--- config.mk ---
export PLATFORM = sky130hd
export DESIGN_NAME = clk_div_multi
export DESIGN_NICKNAME = d
export VERILOG_FILES = /design/src/rtl/clk_div_pkg.sv /design/src/rtl/clk_div_multi_ch.sv /design/src/rtl/clk_div_multi.sv
export SDC_FILE = /design/constraint.sdc
export NUM_CORES = 1
export LEC_CHECK = 0
export CORE_ASPECT_RATIO = 1.75
export CORE_MARGIN = 2
export CORE_UTILIZATION = 52
export DETAILED_ROUTE_END_ITERATION = 8
export DONT_BUFFER_PORTS = 1
export GPL_ROUTABILITY_DRIVEN = 0
export PLACE_DENSITY = 0.76
export SKIP_CTS_REPAIR_TIMING = 1
export SLEW_MARGIN = 30
export SYNTH_ARGS = -nofsm -noshare
export SYNTH_HDL_FRONTEND = slang
export SYNTH_SLANG_ARGS = --single-unit
--- constraint.sdc ---
create_clock -name clk -period 1.9 [get_ports clk]
set_input_delay 0.095 -clock clk [delete_from_list [all_inputs] [get_ports clk]]
set_output_delay 0.095 -clock clk [all_outputs]
set_load 0.03 [all_outputs]
--- src/rtl/clk_div_pkg.sv ---
// Shared constants and types for the multi-channel clock divider.
//   CNT_W_DFLT       : default counter / terminal-count width
//   DEFAULT_MAX_DFLT : default terminal count loaded at reset
//   cnt_t            : counter type at the default width
package clk_div_pkg;

  localparam int unsigned CNT_W_DFLT       = 24;
  localparam int unsigned DEFAULT_MAX_DFLT = 0;

  typedef logic [CNT_W_DFLT-1:0] cnt_t;

endpackage

--- src/rtl/clk_div_multi_ch.sv ---
// One divider channel: a counter that runs from 0 to a loadable terminal count,
// toggling a divided clock on each terminal hit and emitting registered strobes.
// Ports:
//   clk, rst : system clock, synchronous active-high reset
//   en       : count enable
//   load     : capture max_in as the new terminal count and restart the count
//   max_in   : terminal count presented for load
//   sclk     : registered divided clock (50% duty)
//   tick     : 1-cycle strobe in the cycle sclk changes
//   rise     : 1-cycle strobe in the cycle sclk goes 0->1
module clk_div_ch
  import clk_div_pkg::*;
#(
  parameter int unsigned       CNT_W       = CNT_W_DFLT,
  parameter logic [CNT_W-1:0]  DEFAULT_MAX = CNT_W'(DEFAULT_MAX_DFLT)
) (
  input  logic             clk,
  input  logic             rst,
  input  logic             en,
  input  logic             load,
  input  logic [CNT_W-1:0] max_in,
  output logic             sclk,
  output logic             tick,
  output logic             rise
);

  logic [CNT_W-1:0] cnt_q, cnt_d;
  logic [CNT_W-1:0] max_q, max_d;
  logic             sclk_q, sclk_d;
  logic             tick_q, tick_d;
  logic             rise_q, rise_d;

  always_comb begin
    cnt_d  = cnt_q;
    max_d  = max_q;
    sclk_d = sclk_q;
    tick_d = 1'b0;
    rise_d = 1'b0;
    if (load) begin
      // Load wins over en; clearing the count keeps cnt_q <= max_q always.
      max_d = max_in;
      cnt_d = '0;
    end else if (en) begin
      if (cnt_q == max_q) begin
        sclk_d = ~sclk_q;
        cnt_d  = '0;
        tick_d = 1'b1;
        rise_d = ~sclk_q;
      end else begin
        cnt_d = cnt_q + 1'b1;
      end
    end
  end

  always_ff @(posedge clk) begin
    if (rst) begin
      cnt_q  <= '0;
      max_q  <= DEFAULT_MAX;
      sclk_q <= 1'b0;
      tick_q <= 1'b0;
      rise_q <= 1'b0;
    end else begin
      cnt_q  <= cnt_d;
      max_q  <= max_d;
      sclk_q <= sclk_d;
      tick_q <= tick_d;
      rise_q <= rise_d;
    end
  end

  assign sclk = sclk_q;
  assign tick = tick_q;
  assign rise = rise_q;

endmodule

--- src/rtl/clk_div_multi.sv ---
// Multi-channel programmable divided-clock / clock-enable generator.
// Each channel has an independent runtime-loadable terminal count.
// Ports:
//   clk, rst : system clock, synchronous active-high reset
//   en       : per-channel count enable
//   load     : per-channel terminal-count capture strobe
//   max_cnt  : packed terminal counts, channel i at [i*CNT_W +: CNT_W]
//   sclk     : per-channel divided clock (registered)
//   tick     : per-channel strobe, high in the cycle sclk changes
//   rise     : per-channel strobe, high in the cycle sclk goes 0->1
module clk_div_multi
  import clk_div_pkg::*;
#(
  parameter int unsigned       NUM_CH      = 2,
  parameter int unsigned       CNT_W       = CNT_W_DFLT,
  parameter logic [CNT_W-1:0]  DEFAULT_MAX = CNT_W'(DEFAULT_MAX_DFLT)
) (
  input  logic                    clk,
  input  logic                    rst,
  input  logic [NUM_CH-1:0]       en,
  input  logic [NUM_CH-1:0]       load,
  input  logic [NUM_CH*CNT_W-1:0] max_cnt,
  output logic [NUM_CH-1:0]       sclk,
  output logic [NUM_CH-1:0]       tick,
  output logic [NUM_CH-1:0]       rise
);

  for (genvar g = 0; g < NUM_CH; g++) begin : g_ch
    clk_div_ch #(
      .CNT_W       (CNT_W),
      .DEFAULT_MAX (DEFAULT_MAX)
    ) u_ch (
      .clk    (clk),
      .rst    (rst),
      .en     (en[g]),
      .load   (load[g]),
      .max_in (max_cnt[g*CNT_W +: CNT_W]),
      .sclk   (sclk[g]),
      .tick   (tick[g]),
      .rise   (rise[g])
    );
  end

endmodule

==> impl_results.md, run 1 <==
- Status: finished with violations
- Failing checks: setup timing
- CTS tree: done
- HPWL Detailed: between 7 and 8 mm
- Die width: between 70 and 80 um
- Core ar.: 8370 um^2
- Row cnt: 44
- DRC: 0
- Num CTS Buffers: 9
- Setup crit start kind: register
- Htree depth: 3
- Buf/Inv on CP: 0
- PD cells: 770 nW/um^2
- Top achievable clock speed: 519 MHz
- Endpoints failing setup: 1
- Worst-margin pin slew: roughly 540 ps
- Fin nets: 627
- Reg clk slew, reported paths: 70 ps
- Crit path max-delay cell type: or4_4
- Syn Inst Count: 485
- Vias: ~3800
- Critical Path RT: around 2200 ps
- Total Power: around 4500 uW
- Maximum vdd drop: 0.000579 V
- Final period util: 1.01
- Root buffer cell: clkbuf_16
- Tmin final: just under 2000 ps
- Layout fillers: between 600 and 700
- Synth Net Count: ~540
- Sequence of cells on the critical path: xnor2_1, nand4_1, or4_4, or4_1, a21oi_1
- Cell area after synthesis: 4500 um^2
- Crit path kind: reg -> reg
- Sequential fraction of the synthesis area: 0.453
- Final core utilization: 0.700
- Die Y: around 130 um
- Final WL: roughly 12 mm
- Antenna viol nets, final: 0
- Max-slew violations: 0
- First-pass GRT wire length: roughly 16 mm
- RSZ-0062 raised after global routing: true
- Maxcap violations: 0
- Worst skew pair latency: between 300 and 400 ps
- Yosys cell types: 28
- Avg Cell Area, Syn: 9.28 um^2
- Total gr overflow: 0
- TritonRoute pass-1 iters: 4
- Ratio of cells with drive above 1 in the final layout: 0.135
- GRT Util Overall: 0.232
- Setup crit end kind: register
- Peak fanout along the critical path: 4
- Vias in the first global route: 3455
- Slew HR: 0.640
- CTS sink cnt: ~100
- Fin area: around 5900 um^2
- Largest net degree at the start of global routing: 57
- Hold Crit Class: in -> reg
- Critical path's top delay family: simple AND/OR/NAND/NOR gates
- LEAKAGE: approximately 0.0024 uW
- PortBufs: 0
- Wire length per cell: between 15 and 20 um
- Die area: about 9400 um^2
- Diode count: 0
- Ys Warns: 0
- Delay of the slowest cell on the worst path: 580 ps
- CTS Buffer Depth: 2
- Worst hold slack: between 6 and 7 ps
- Initial DRC Count: between 150 and 200
- Synthesis-stage register bit count: roughly 100
- Number of vias per cell: between 5 and 6
- Area growth from synthesis to layout: 30.1%
- I/O pin cnt: 60
- Initial antenna violation count: 0
- Setup WS post-layout: -27.8 ps
- Clk_skew: approximately 7.3 ps
- Final Hold Viols: 0
- Dpl cell area: approximately 4800 um^2
- Crit path DAT: ~2200 ps
- Initial Util: 0.538
cells in the final DEF, fill, tap and decap left out, types with 2 or more instances in the layout:
master,synthesis,routed
xnor2_1,46,38
nand4_1,17,17
ha_1,2,2
nor3_1,12,12
xnor2_2,0,8
or4_4,2,3
xor2_1,48,48
dlygate4sd3_1,0,65
dfxtp_1,102,93
or2_1,2,2
and4_1,3,3
nor2_1,104,104
inv_1,2,2
buf_4,6,36
nor4_2,1,2
o31ai_1,2,2
and3_1,6,6
buf_12,0,2
nand2_1,21,21
mux2i_1,50,50
nor4_1,9,8
dfxtp_2,0,9
nand3_1,20,20
clkinv_2,0,3
clkbuf_16,0,9
cell usage after synthesis (all sizes together):
cell,n,area [um^2]
nor2,104,390
dfxtp,102,2040
mux2i,50,500
xor2,48,420
xnor2,46,403
nand2,21,78.8
nand3,20,100
nand4,17,106
clkbuf,15,56.3
buf,13,77.6
nor3,12,60.1
nor4,10,68.8
and3,6,37.5
or4,4,37.5
and4,3,26.3
a21oi,2,10.0
ha,2,25.0
inv,2,7.51
o21ai,2,13.8
o31ai,2,15.0
or2,2,12.5
and2,1,6.26
nor3b,1,7.51
kinds of logic after synthesis:
family,Yosys count,synth area share
xor+xnor,94,0.183
fa+ha+maj,2,0.00556
compound gates,6,0.00861
simple gates,201,0.207
mux,50,0.111
buf+inv,30,0.0314
flops,102,0.453
through the flow:
| step | setup TNS [ps] | setup slack [ps] | std cells |
|---|---|---|---|
| 2_1_floorplan | 0 | 61.3 | 485 |
| 3_3_place_gp | -81.0 | -81.0 | 609 |
| 3_5_place_dp | -407 | -105 | 609 |
| 4_1_cts | -714 | -120 | 625 |
| 5_1_grt | -826 | -124 | 691 |
| 6_report | -27.8 | -27.8 | 691 |
state kept, by name (all words and copies together), names as in the netlist:
signal	count
g_ch.u_ch.tick	2
g_ch.u_ch.max_q	48
g_ch.u_ch.rise	2
g_ch.u_ch.sclk	2
g_ch.u_ch.cnt_q	48
cell type report:
| class | instances | area, um^2 | share of cell area |
|---|---|---|---|
| Inverter | 2 | 7.51 | 0.00128 |
| Clock inverter | 6 | 61.3 | 0.0105 |
| Multi-Input combinational cell | 353 | 2390 | 0.408 |
| Clock buffer | 10 | 239 | 0.0408 |
| Tap cell | 115 | 144 | 0.0246 |
| Timing Repair Buffer | 103 | 961 | 0.164 |
| Sequential cell | 102 | 2050 | 0.350 |
layer usage:
layer	track usage	routed length (um)	vias to the layer above
met5	0	0	-
met4	0.126	498	0
met3	0.0402	515	35
met2	0.439	7170	115
met1	0.228	4130	1817
li1	-	-	1790
path summary, 6_finish.rpt:
check	start	slack, ps	end	cells after the start
worst min-delay path	load[1]	7	g_ch[1].u_ch.sclk$_SDFFE_PP0P_	2
worst max-delay path	g_ch[0].u_ch.cnt_q[0]$_SDFFE_PP0P_	-30	g_ch[0].u_ch.sclk$_SDFFE_PP0P_	5
worst max register to register	g_ch[0].u_ch.cnt_q[0]$_SDFFE_PP0P_	-30	g_ch[0].u_ch.sclk$_SDFFE_PP0P_	5
worst min register to register	g_ch[0].u_ch.max_q[17]$_SDFFE_PP0P_	520	g_ch[0].u_ch.max_q[17]$_SDFFE_PP0P_	2
power by group:
| part | internal [uW] | total (uW) | switching [uW] |
|---|---|---|---|
| registers | 2200 | 2250 | 51.4 |
| logic | 243 | 402 | 159 |
| clock network | 1050 | 1850 | 802 |
| total | 3500 | 4510 | 1010 |
Power figures use the tool's default switching activity.
==> run 2: changes to the inputs <==
CTS_BUF_LIST = sky130_fd_sc_hd__clkbuf_4 sky130_fd_sc_hd__clkbuf_8   (was default)
SYNTH_HIERARCHICAL = 1   (was default)
==> run 2 against run 1 <==
The run ends with hold timing, setup timing left. Count of clock-buffer cells in the layout is 1 higher. Largest power group unchanged. Register-to-register slack worse by 90 ps. Via count is 2.5% lower. Area after synthesis hardly changed. Final cell count is 0.87% lower. Sequential share of layout area is 0.65 points higher. Sequential cell count stayed put. Setup slack worse by 94 ps. Power is 7.0% lower.
==> impl_results.md, run 2 <==
- Largest net degree at the start of global routing: 57
- Layout fillers: around 640
- Initial antenna violation count: 0
- Ys Warns: 6
- Crit path DAT: 2330 ps
- Synth area leader: dfxtp_1
- Antenna viol nets, final: 0
- Delay of the slowest cell on the worst path: between 500 and 600 ps
- CTS Buffer Depth: 2
- Worst skew pair latency: around 370 ps
- Area growth from synthesis to layout: 29.0%
- Post-synth EDFFs: 0
- Slew HR: 0.499
- Clk_skew: between 6 and 7 ps
- Most frequent cells in the layout: 106 x nor2_1, 77 x dfxtp_1, 59 x dlygate4sd3_1, 50 x mux2i_1, 48 x xor2_1
- Num CTS Buffers: 9
- Avg Cell Area, Syn: about 9.5 um^2
- Top achievable clock speed: ~490 MHz
- Vias in the first global route: between 3000 and 4000
- Die Y: about 130 um
- Setup WS post-layout: -122 ps
- Post-synth top cells: 106 x nor2_1, 102 x dfxtp_1, 50 x mux2i_1, 48 x xor2_1, 46 x xnor2_1
- Dpl ws: -67.4 ps
- Initial DRC Count: 174
- Synth Net Count: approximately 530
- Yosys cell types: 27
- Hold Crit Class: in -> reg
- Syn Inst Count: ~480
- Primary FF master, synth: dfxtp_1
- First-pass GRT wire length: around 15 mm
- Sequential fraction of the synthesis area: 0.454
- Initial Util: 0.538
- Ratio of cells with drive above 1 in the final layout: 0.182
- Tmin final: ~2000 ps
- I/O pin cnt: 60
- Diode count: 0
- Fin nets: just over 600
- LEAKAGE: ~0.0024 uW
- Failing checks: hold timing, setup timing
- Leading cell type in the layout, fill and taps excluded: nor2_1
- Maxcap violations: 0
- Worst hold slack: -2.09 ps
- Crit path kind: reg -> reg
- Reg clk slew, reported paths: ~90 ps
- Synthesis-stage register bit count: between 100 and 150
- Vias: ~3700
- DRC: 0
- HPWL Detailed: 6.97 mm
- Total gr overflow: 0
- GRT Util Overall: 0.210
- Crit path top cell by count: or4_4
- Final period util: 1.06
- Die area: roughly 9400 um^2
- PortBufs: 0
- Sequence of cells on the critical path: xnor2_1, nand4_1, or4_4, or4_4, a21oi_2
- Worst-margin pin slew: roughly 750 ps
- Area contributors post-synth: dfxtp_1 45%, mux2i_1 11%, xor2_1 9.3%
- Cell area after synthesis: roughly 4500 um^2
- CTS sink cnt: 102
- Crit path max-delay cell type: or4_4
- RSZ-0062 raised after global routing: true
- Max-slew violations: 0
- Root buffer cell: clkbuf_8
- Top-area cell type share of the netlist area: 0.454
- Worst R2R Setup Slack: -120 ps
- CTS tree: done
- Top flop regs: g_ch.u_ch/cnt_q x48, g_ch.u_ch/max_q x48
- Htree depth: 3
- Setup crit start kind: register
- Endpoints failing setup: 27
- Core ar.: about 8400 um^2
- Maximum vdd drop: 0.000603 V
- Wire length per cell: around 16 um
- Setup crit end kind: register
- Number of vias per cell: 5.35
- Final WL: roughly 11 mm
- TritonRoute pass-1 iters: 4
- Status: finished with violations
- Most frequent cell after synthesis: nor2_1
- Critical Path RT: between 2000 and 2500 ps
- Final Hold Viols: 1
- Post-synth ARST share: 0
- Peak fanout along the critical path: 4
- Row cnt: 44
- Die width: between 70 and 80 um
- PD cells: 722 nW/um^2
run 2: changes by cell type after synthesis, moves of 3 or more:
cell,delta
nand2_1,-3
nor4_1,+3
nand4_1,+5
buf_2,-5
nand3_1,-6
buf_6,+4
clkbuf_1,-7
nor3_1,-4
run 2: worst max-delay path, delay by kind of cell, from the launching register on:
| family | cells | cell delay, ps |
|---|---|---|
| xor gates and xnor gates | 1 | 140 |
| AOI/OAI and AO/OA | 1 | 150 |
| and+or+nand+nor | 3 | 1290 |
| DFF | 1 | 380 |
run 2: final timing paths:
| kind | to | from | cells after the start |
|---|---|---|---|
| worst max-delay path | g_ch[0].u_ch/sclk$_SDFFE_PP0P_ | g_ch[0].u_ch/max_q[9]$_SDFFE_PP0P_ | 5 |
| worst min-delay path | g_ch[1].u_ch/cnt_q[3]$_SDFFE_PP0P_ | en[1] | 3 |
| worst max register to register | g_ch[0].u_ch/sclk$_SDFFE_PP0P_ | g_ch[0].u_ch/max_q[9]$_SDFFE_PP0P_ | 5 |
| worst min register to register | g_ch[1].u_ch/max_q[23]$_SDFFE_PP0P_ | g_ch[1].u_ch/max_q[23]$_SDFFE_PP0P_ | 2 |
run 2: area by class of cell:
type                       instances  area, um^2  area share
sequential                       102        2070       0.357
tap                              115         144      0.0248
clock inverter                     5        81.3      0.0140
timing repair buffer              98         921       0.159
clock buffer                      11         151      0.0261
multi-input combinational        350        2420       0.417
inverter                           4        15.0     0.00259
run 2: power breakdown:
part / internal, uW / switching [uW] / leakage [uW]
Combinational: 235 / 164 / 0.00146
Sequential: 2200 / 54.2 / 0.000843
Clock: 813 / 725 / 0.000116
run 2: kinds of logic (layout without fill, tap and decap cells):
kind of cell	count (synthesis)	after routing	share of synthesized area
and+or+nand+nor	198	198	0.205
DFF	102	102	0.454
muxes	50	50	0.111
buffers and inverters	24	118	0.0345
AOI/OAI and AO/OA	6	6	0.00778
adders and majority gates	2	2	0.00556
xor gates and xnor gates	94	94	0.183
run 2: layer usage:
metal | track usage | vias up | part of all wire
li1 | - | 1778 | -
met1 | 0.208 | 1752 | 0.36
met2 | 0.387 | 105 | 0.56
met3 | 0.0386 | 27 | 0.039
met4 | 0.128 | 0 | 0.044
met5 | 0 | - | 0
run 2: through the flow:
stage	instances	total power, uW	utilization	setup TNS [ps]	cell area (um^2)
finish	685	4190	0.694	-670	5810
global route	685	4340	0.694	-835	5810
CTS	621	4060	0.598	-1670	5010
detailed placement	605	2540	0.570	-218	4770
global placement	605	2530	0.570	-829	4770
floorplan	476	2520	-	0	4500
==> run 3: changes to the inputs <==
ABC_AREA = 1   (was default)
==> run 3 against run 2 <==
The run ends with hold timing left. Non-clock buffer count is 37 lower. First-iteration DRC count is 65% higher. Power is 4.2% higher. Clock skew is 5.5 ps higher. Sequential cell count stayed put.
==> impl_results.md, run 3 <==
- Avg Cell Area, Syn: approximately 6.5 um^2
- Critical path startpoint: g_ch[0].u_ch/cnt_q[15]$_SDFFE_PP0P_
- Status: finished with violations
- Most frequent cells in the layout: 240 x nand2_1, 151 x nor2_1, 114 x inv_1, 100 x dfxtp_1, 58 x o21ai_0
- Maxcap violations: 0
- Delay of the slowest cell on the worst path: between 400 and 500 ps
- Antenna viol nets, final: 0
- Setup crit end kind: register
- CTS sink cnt: ~100
- Root buffer cell: clkbuf_8
- Post-route insts no fill: approximately 1000
- Failing checks: hold timing
- Fin area: between 6000 and 7000 um^2
- GRT Util Overall: 0.250
- Vias: ~5200
- I/O pin cnt: 60
- Synth Net Count: ~910
- Setup WS post-layout: between 100 and 150 ps
- Crit path top cell by count: nand2_1
- Row cnt: just under 50
- Leading cell type in the layout, fill and taps excluded: nand2_1
- Diode count: 0
- Die Y: about 140 um
- Top-area cell type share of the netlist area: 0.370
- Initial DRC Count: about 290
- Sequence of cells on the critical path: inv_1, nand2_1, nand2_1, nor2_1, nand2_1, nor2_2, nand3_2, o21ai_4, buf_12, nor2_1
- Yosys cell types: 25
- Top achievable clock speed: 558 MHz
- PD cells: 685 nW/um^2
- Slew HR: 0.568
- Reg2Reg Depth: 10
- LEAKAGE: approximately 0.0027 uW
- Peak fanout along the critical path: 15
- Endpoints failing setup: 0
- Critical Path RT: ~2200 ps
- Placed cells: just under 1000
- Core ar.: slightly above 10000 um^2
- Buf/Inv on CP: 2
- Tmin final: approximately 1800 ps
- Layout fillers: around 950
- Worst skew pair latency: 370 ps
- Largest net degree at the start of global routing: 45
- Final core utilization: 0.619
- Fin nets: 958
- TritonRoute pass-1 iters: 4
- Wire length per cell: between 10 and 15 um
- Syn Inst Count: 852
- Die width: 81.8 um
- Post-synth top cells: 240 x nand2_1, 152 x nor2_1, 114 x inv_1, 102 x dfxtp_1, 58 x o21ai_0
- Hold Crit Class: in -> reg
- Ratio of cells with drive above 1 in the final layout: 0.0606
- Critical path depth: 10
- Critical path's top delay family: simple AND/OR/NAND/NOR gates
- Worst R2R Start: g_ch[0].u_ch/cnt_q[15]$_SDFFE_PP0P_
- Htree depth: 3
- Die area: about 11000 um^2
- Area growth from synthesis to layout: 15.6%
- Dpl cell area: between 5000 and 6000 um^2
- Num CTS Buffers: 9
- Number of vias per cell: between 5 and 6
- Dpl ws: 88.1 ps
- Register Area: about 2000 um^2
- Reg clk slew, reported paths: roughly 100 ps
- Initial Util: 0.535
- PortBufs: 0
- Multi-input gate area: about 2900 um^2
- Maximum vdd drop: 0.000563 V
- Worst R2R Setup Slack: approximately 110 ps
- Reg-to-reg endpoint: g_ch[0].u_ch/cnt_q[19]$_SDFFE_PP0P_
- Final Hold Viols: 4
- Post-synth ARST share: 0
- First-pass GRT wire length: ~22 mm
- Total gr overflow: 0
- CTS Buffer Depth: 2
- Worst-margin pin slew: roughly 650 ps
- CTS tree: done
- Crit path kind: reg -> reg
- Sequential fraction of the synthesis area: 0.370
- HPWL Detailed: approximately 11 mm
- Vias in the first global route: between 4000 and 5000
- Cell area after synthesis: roughly 5500 um^2
- Primary FF master, synth: dfxtp_1
- Area contributors post-synth: dfxtp_1 37%, nand2_1 16%, nor2_1 10%
- Most frequent cell after synthesis: nand2_1
- Ys Warns: 6
- Setup crit end: g_ch[0].u_ch/cnt_q[19]$_SDFFE_PP0P_
- Setup crit start kind: register
- Final period util: 0.944
- Synthesis-stage register bit count: slightly above 100
- Initial antenna violation count: 0
- Max-slew violations: 0
- Worst hold slack: -69.5 ps
- Top flop regs: g_ch.u_ch/cnt_q x48, g_ch.u_ch/max_q x48
- DRC: 0
- Clk_skew: between 10 and 15 ps
- Final WL: roughly 14 mm
- Crit path max-delay cell type: dfxtp_1
- Synth area leader: dfxtp_1
- Post-synth EDFFs: 0
- Crit path DAT: ~2100 ps
[run 3: cells by family after synthesis]
| group | share of synthesized area |
|---|---|
| buf+inv | 0.102 |
| simple gates | 0.339 |
| flops | 0.370 |
| compound gates | 0.0949 |
| fa+ha+maj | 0.00454 |
| xor+xnor | 0.0890 |
[run 3: through the flow]
| stage | setup TNS, ps | hold WS (ps) | total power, uW |
|---|---|---|---|
| 3_3_place_gp | 0 | 186 | 2740 |
| 6_report | 0 | -69.5 | 4370 |
| 4_1_cts | 0 | -223 | 4320 |
| 2_1_floorplan | 0 | 174 | 2640 |
| 5_1_grt | -14.1 | 7.67 | 4550 |
| 3_5_place_dp | 0 | 184 | 2750 |
[run 3: final cells by class]
cell class | count | share of cell area
clock buffer | 10 | 0.0216
clock inverter | 6 | 0.0143
timing repair buffer | 61 | 0.0923
multi-input combinational | 610 | 0.457
sequential | 102 | 0.321
inverter | 118 | 0.0695
tap | 127 | 0.0249
[run 3: layer usage]
| layer | global-route usage | vias up | routed length (um) |
|---|---|---|---|
| li1 | - | 2695 | - |
| met2 | 0.473 | 135 | 7920 |
| met3 | 0.0387 | 65 | 490 |
| met4 | 0.200 | 0 | 1140 |
| met1 | 0.217 | 2319 | 4850 |
| met5 | 0 | - | 0 |
[run 3: power breakdown]
group | leakage, uW | internal [uW] | switching, uW | total [uW]
sequential | 0.000836 | 2210 | 53.2 | 2270
combinational | 0.00173 | 219 | 309 | 528
clock | 0.000118 | 791 | 784 | 1580
total | 0.00269 | 3220 | 1150 | 4370
[run 3: worst min-delay path by stage]
stage / from / endpoint / slack, ps / depth (start not counted)
after global placement: rst / g_ch[1].u_ch/tick$_SDFF_PP0_ / 190 / 1
after CTS: rst / g_ch[1].u_ch/tick$_SDFF_PP0_ / -220 / 1
final: max_cnt[40] / g_ch[1].u_ch/max_q[16]$_SDFFE_PP0P_ / -70 / 2
after global routing: en[0] / g_ch[0].u_ch/cnt_q[1]$_SDFFE_PP0P_ / 8 / 2
after floorplan: rst / g_ch[0].u_ch/rise$_SDFF_PP0_ / 170 / 1
after detailed placement: rst / g_ch[1].u_ch/tick$_SDFF_PP0_ / 180 / 1
